===== config.mk =====
export PLATFORM = sky130hd
export DESIGN_NAME = upper_imm_decode_pipe
export DESIGN_NICKNAME = d
export VERILOG_FILES = /design/src/rtl/upper_imm_decode_pipe.sv
export SDC_FILE = /design/constraint.sdc
export NUM_CORES = 1
export LEC_CHECK = 0
export CORE_MARGIN = 2
export CORE_UTILIZATION = 55
export CTS_CLUSTER_DIAMETER = 200
export DETAILED_ROUTE_END_ITERATION = 8
export GPL_TIMING_DRIVEN = 0
export PLACE_DENSITY = 0.92
export REMOVE_ABC_BUFFERS = 1
export SLEW_MARGIN = 0
export SYNTH_ARGS = -nofsm -noshare
export SYNTH_HDL_FRONTEND = slang
export SYNTH_SLANG_ARGS = --single-unit
export TNS_END_PERCENT = 100

===== constraint.sdc =====
create_clock -name clk -period 4.9 [get_ports clk]
set_clock_uncertainty 0.1 [all_clocks]
set_input_delay 0.98 -clock clk [delete_from_list [all_inputs] [get_ports clk]]
set_output_delay 0.98 -clock clk [all_outputs]
set_load 0.01 [all_outputs]

===== src/rtl/upper_imm_decode_pipe.sv =====
// Purpose: decode RV32I/RV64I U-type (LUI/AUIPC) into rd, imm, ALU code and result.
// Latency: 1 cycle; decoded entry visible the cycle after it is accepted.
// Backpressure: two-entry elastic buffer; registered in_ready drops while both entries are full.

`ifndef ALU_NOP
`define ALU_NOP 5'b00000
`endif
`ifndef LUI
`define LUI 5'b01101
`endif
`ifndef AUIPC
`define AUIPC 5'b01110
`endif

module upper_imm_decode_pipe #(
  parameter int XLEN  = 32,
  parameter int CNT_W = 16
) (
  input  logic             clk,
  input  logic             rst_n,
  input  logic             in_valid,
  output logic             in_ready,
  input  logic [31:0]      in_instr,
  input  logic [XLEN-1:0]  in_pc,
  input  logic             flush,
  output logic             out_valid,
  input  logic             out_ready,
  output logic [4:0]       out_rd,
  output logic [XLEN-1:0]  out_imm,
  output logic [XLEN-1:0]  out_result,
  output logic [4:0]       out_alu_control,
  output logic             out_illegal,
  output logic [CNT_W-1:0] decode_count
);

  localparam logic [6:0] OPC_LUI   = 7'b0110111;
  localparam logic [6:0] OPC_AUIPC = 7'b0010111;

  typedef struct packed {
    logic [4:0]      rd;
    logic [XLEN-1:0] imm;
    logic [XLEN-1:0] result;
    logic [4:0]      alu;
    logic            illegal;
  } entry_t;

  localparam entry_t RST_ENTRY = '{rd: 5'd0, imm: '0, result: '0, alu: `ALU_NOP, illegal: 1'b0};

  typedef enum logic [1:0] {
    ST_EMPTY,
    ST_ONE,
    ST_TWO
  } state_t;

  state_t          r_state;
  state_t          w_state_nxt;
  logic            r_in_ready;
  entry_t          r_head;
  entry_t          r_skid;
  entry_t          w_dec;
  logic [XLEN-1:0] w_imm;
  logic            w_acc;
  logic            w_pop;
  logic            w_load_head_in;
  logic            w_load_head_skid;
  logic            w_load_skid;
  logic [CNT_W-1:0] r_count;

  // The 20-bit upper immediate is sign-extended from instruction bit 31 up to XLEN.
  assign w_imm = XLEN'($signed({in_instr[31:12], 12'b0}));

  // Decode the offered instruction; unknown opcodes keep rd but zero the data fields.
  always_comb begin
    w_dec         = RST_ENTRY;
    w_dec.rd      = in_instr[11:7];
    w_dec.illegal = 1'b1;
    case (in_instr[6:0])
      OPC_LUI: begin
        w_dec.imm     = w_imm;
        w_dec.result  = w_imm;
        w_dec.alu     = `LUI;
        w_dec.illegal = 1'b0;
      end
      OPC_AUIPC: begin
        w_dec.imm     = w_imm;
        w_dec.result  = in_pc + w_imm;  // wraps modulo 2^XLEN
        w_dec.alu     = `AUIPC;
        w_dec.illegal = 1'b0;
      end
      default: ;
    endcase
  end

  // in_ready is gated by rst_n so nothing is taken while reset is held,
  // yet it is already high in the first cycle after release.
  assign in_ready  = r_in_ready & rst_n;
  assign out_valid = (r_state != ST_EMPTY);
  assign w_acc     = in_valid & in_ready & ~flush;
  assign w_pop     = out_valid & out_ready;

  // Buffer occupancy next-state and entry load selects; flush wins over everything.
  always_comb begin
    w_state_nxt      = r_state;
    w_load_head_in   = 1'b0;
    w_load_head_skid = 1'b0;
    w_load_skid      = 1'b0;
    case (r_state)
      ST_EMPTY: begin
        if (w_acc) begin
          w_state_nxt    = ST_ONE;
          w_load_head_in = 1'b1;
        end
      end
      ST_ONE: begin
        if (w_acc && w_pop) begin
          w_load_head_in = 1'b1;
        end else if (w_acc) begin
          w_state_nxt = ST_TWO;
          w_load_skid = 1'b1;
        end else if (w_pop) begin
          w_state_nxt = ST_EMPTY;
        end
      end
      ST_TWO: begin
        if (w_pop) begin
          w_state_nxt      = ST_ONE;
          w_load_head_skid = 1'b1;
        end
      end
      default: w_state_nxt = ST_EMPTY;
    endcase
    if (flush) begin
      w_state_nxt      = ST_EMPTY;
      w_load_head_in   = 1'b0;
      w_load_head_skid = 1'b0;
      w_load_skid      = 1'b0;
    end
  end

  // State register and registered ready (low exactly when the buffer will be full).
  always_ff @(posedge clk) begin
    if (!rst_n) begin
      r_state    <= ST_EMPTY;
      r_in_ready <= 1'b1;
    end else begin
      r_state    <= w_state_nxt;
      r_in_ready <= (w_state_nxt != ST_TWO);
    end
  end

  // Head and skid entry storage.
  always_ff @(posedge clk) begin
    if (!rst_n) begin
      r_head <= RST_ENTRY;
      r_skid <= RST_ENTRY;
    end else begin
      if (w_load_head_in) begin
        r_head <= w_dec;
      end else if (w_load_head_skid) begin
        r_head <= r_skid;
      end
      if (w_load_skid) begin
        r_skid <= w_dec;
      end
    end
  end

  // Saturating count of accepted instructions; flush leaves it alone.
  always_ff @(posedge clk) begin
    if (!rst_n) begin
      r_count <= '0;
    end else if (w_acc && (r_count != {CNT_W{1'b1}})) begin
      r_count <= r_count + 1'b1;
    end
  end

  assign out_rd          = r_head.rd;
  assign out_imm         = r_head.imm;
  assign out_result      = r_head.result;
  assign out_alu_control = r_head.alu;
  assign out_illegal     = r_head.illegal;
  assign decode_count    = r_count;

endmodule


==> summary.txt <==
status: complete, no violations
dpl ws: -331 ps
CTS Sinks: 141
multi-input logic area: 3930 um^2
crit end category: flop
Worst VDD drop: 288 uV
WHS Endpoint: out_result[6]
Synth Area per Inst: 8.29 um^2
Crit path arrival time: 4810 ps
Area after DPL: 8710 um^2
CTS clk-pin slew, worst paths: 60 ps
Ports: 162
crit-path max FO: 29
clock root buffer: clkbuf_16
Cells after Synth: 853
P_leak: 3.35 nW
Worst Hold Launch: out_result[6]
Die Area: 13,800 um^2
Ys Warns: 0
clock buffer depth: 2
largest net degree at the start of global routing: 62
hold buffers post-CTS: 0
DR pass1 iterations: 5
setup TNS: 0 ps
Post-Route WL: 19,800 um
Tcrit/Tclk final: 93.9%
Post-Layout Cell Count: 1,161
fin crit period: 4600 ps
Tot Pwr: 2.78 mW
Critical Path RT: 5110 ps
initial antenna violation count: 0
share of synthesized registers carrying an async set or reset: 0%
PwrDens: 299 nW/um^2
# resized after CTS: 0
final number of setup-violating endpoints: 0
min-delay worst type: flop to flop
via count: 6,783
Worst-Skew Late Latency: 420 ps
RR Startpoint: r_in_ready
max cap viols: 0
die width: 117 um
Port Buffer Count: 148
TritonCTS clock tree: built
Worst path max stage delay: 1210 ps
Die Y-Extent: 117 um
worst r2r dst: out_result[28]
Congestion Overflow GR: 0
n_diodes: 0
Antenna Nets Post-Route: 0
fmax: 217 MHz
Starting Density: 56.3%
Hold Fails Final Rpt: 0
Final Max Tran Viols: 0
FF+latch area: 2820 um^2
hold depth: 2
Post-route DRC: 0
reg-to-reg setup timing slack: 1970 ps
Rel. slew slack: 7.76%
cell area after synthesis: 7070 um^2
crit-path cells: clkdlybuf4s50_1 -> nand4b_1 -> nor3_4 -> nor2_2 -> buf_8 -> a22oi_1 -> o21ai_0 -> a32o_1
vias in the first global route: 6,681
core box area: 12,600 um^2
Synth cell types: 68
flops & latches, synth: 141
Worst R2R Path Depth: 7
DRT iter0 DRCs: 617
GPL Wtd Cong: 0.911
buffer count from post-CTS setup fixing: 0
Area growth syn-to-layout: 31.3%
proportion of layout cells with a drive suffix above 1: 6.98%
WL/cell: 17.0 um
# fillers: 930
gr usage total: 28.9%
Vias per Instance: 5.84
Final Instance Area: 9290 um^2
final layout net count: 1,067
RSZ-0062 raised after global routing: no
depth of the CTS H-tree: 4
Post-synth EDFFs: 0
Rows: 41
final worst slack: 298 ps
top_reg_cell synth: dfxtp_1
DP Wirelength: 13,500 um
CP Class: primary input to flop
placed cells: 1,130
CTS buffer count: 17
first-pass GRT wire length: 33,000 um
register area share after synthesis: 39.9%
CP Launch Type: primary input
slew at the pin closest to its max-slew limit: 1380 ps
Crit-path slowest cell: clkdlybuf4s50_1
[sequential cells by signal, summed over array words and instances, names as in the netlist]
| name | cells |
|---|---|
| out_illegal | 1 |
| r_in_ready | 1 |
| out_imm | 20 |
| decode_count | 16 |
| r_skid | 61 |
| out_result | 32 |
| out_rd | 5 |
| out_alu_control | 3 |
| r_state | 2 |
[cell usage in the layout, fill, tap and decap left out, drive strengths merged, types with 5 or more instances in the layout]
cell	instances
clkdlybuf4s50	148
dfxtp	141
a21oi	111
nand2	104
nor2	68
nand3	56
mux2i	42
o21ai	32
a211oi	29
clkbuf	26
ha	20
buf	20
conb	13
inv	13
xnor2	11
a31oi	11
a222oi	10
and3	10
nor3	10
a21o	8
a32oi	8
xor2	7
mux2	7
and2	5
or3	5
nand4	5
nand2b	5
nor2b	5
[cell families (layout without fill, tap and decap cells)]
family,count (synthesis),after routing,synth area share (%)
buf+inv,89,213,5.80
simple gates,287,287,18.7
other cells,1,13,0.0530
xor+xnor,18,18,2.23
flops,141,141,39.9
mux,49,49,7.06
compound gates,247,247,22.4
fa+ha+maj,21,21,3.82
[worst max-delay path: cells and delay by family]
kind | cells | cell delay [ps]
buffers and inverters | 2 | 1470
AOI/OAI and AO/OA | 3 | 460
and+or+nand+nor | 3 | 1890
[how the worst max path moves through the flow]
stage | slack, ps | to | start
after floorplan | -6600 | out_result[28] | flush
after detailed placement | -330 | out_result[31] | rst_n
after global placement | -14250 | out_imm[15] | out_ready
after global routing | 20 | out_result[28] | rst_n
after CTS | 30 | out_imm[24] | rst_n
final | 300 | out_result[28] | rst_n
[per-layer routing]
metal  up-vias  GRT usage (%)  part of all wire, %
met4         0           10.2                  1.8
met3        33           7.64                  6.2
met5         -              0                    0
met2       246           49.6                   49
li1       3306              -                    -
met1      3198           35.0                   43
[cells in the mapped netlist (3+ instances only)]
cell	number	area [um^2]
a222oi_1	10	100
a31o_1	3	26.3
o21ai_0	29	145
clkbuf_1	45	169
and2_1	5	31.3
mux2_2	7	78.8
buf_2	7	35.0
nand2_1	104	390
nor3_1	9	45.0
ha_1	20	250
buf_1	5	18.8
nand4_1	5	31.3
nand2b_1	5	31.3
buf_4	18	135
dfxtp_1	141	2820
o21a_1	3	22.5
mux2i_1	42	420
and3_1	10	62.6
or3_1	5	31.3
nand3_1	56	280
a211oi_1	29	218
a21o_1	8	60.1
nor2b_1	4	25.0
o21ai_1	3	15.0
xnor2_1	11	96.3
a32oi_1	8	70.1
xor2_1	7	61.3
a21oi_1	111	556
inv_1	13	48.8
nor2_1	68	255
o211a_1	3	30.0
a31oi_1	10	62.6
[layout make-up]
| type | instances | share of cell area, % |
|---|---|---|
| Multi-Input combinational cell | 635 | 42.3 |
| Clock buffer | 26 | 5.27 |
| Inverter | 14 | 0.593 |
| Clock inverter | 5 | 0.889 |
| Sequential cell | 141 | 30.4 |
| Tap cell | 172 | 2.32 |
| Timing Repair Buffer | 168 | 18.3 |
[where the power goes]
part / leakage, nW / internal (mW) / switching [mW]
sequential: 1.14 / 1.16 / 0.00920
clock: 0.279 / 0.788 / 0.474
combinational: 1.93 / 0.161 / 0.183
total: 3.35 / 2.11 / 0.666
[stage by stage]
step	hold slack (ps)	utilization (%)
finish	353	73.9
global route	374	73.9
global placement	340	67.3
floorplan	332	-
CTS	353	73.9
detailed placement	345	69.3
No activity file was read; power rests on OpenSTA's default activity.
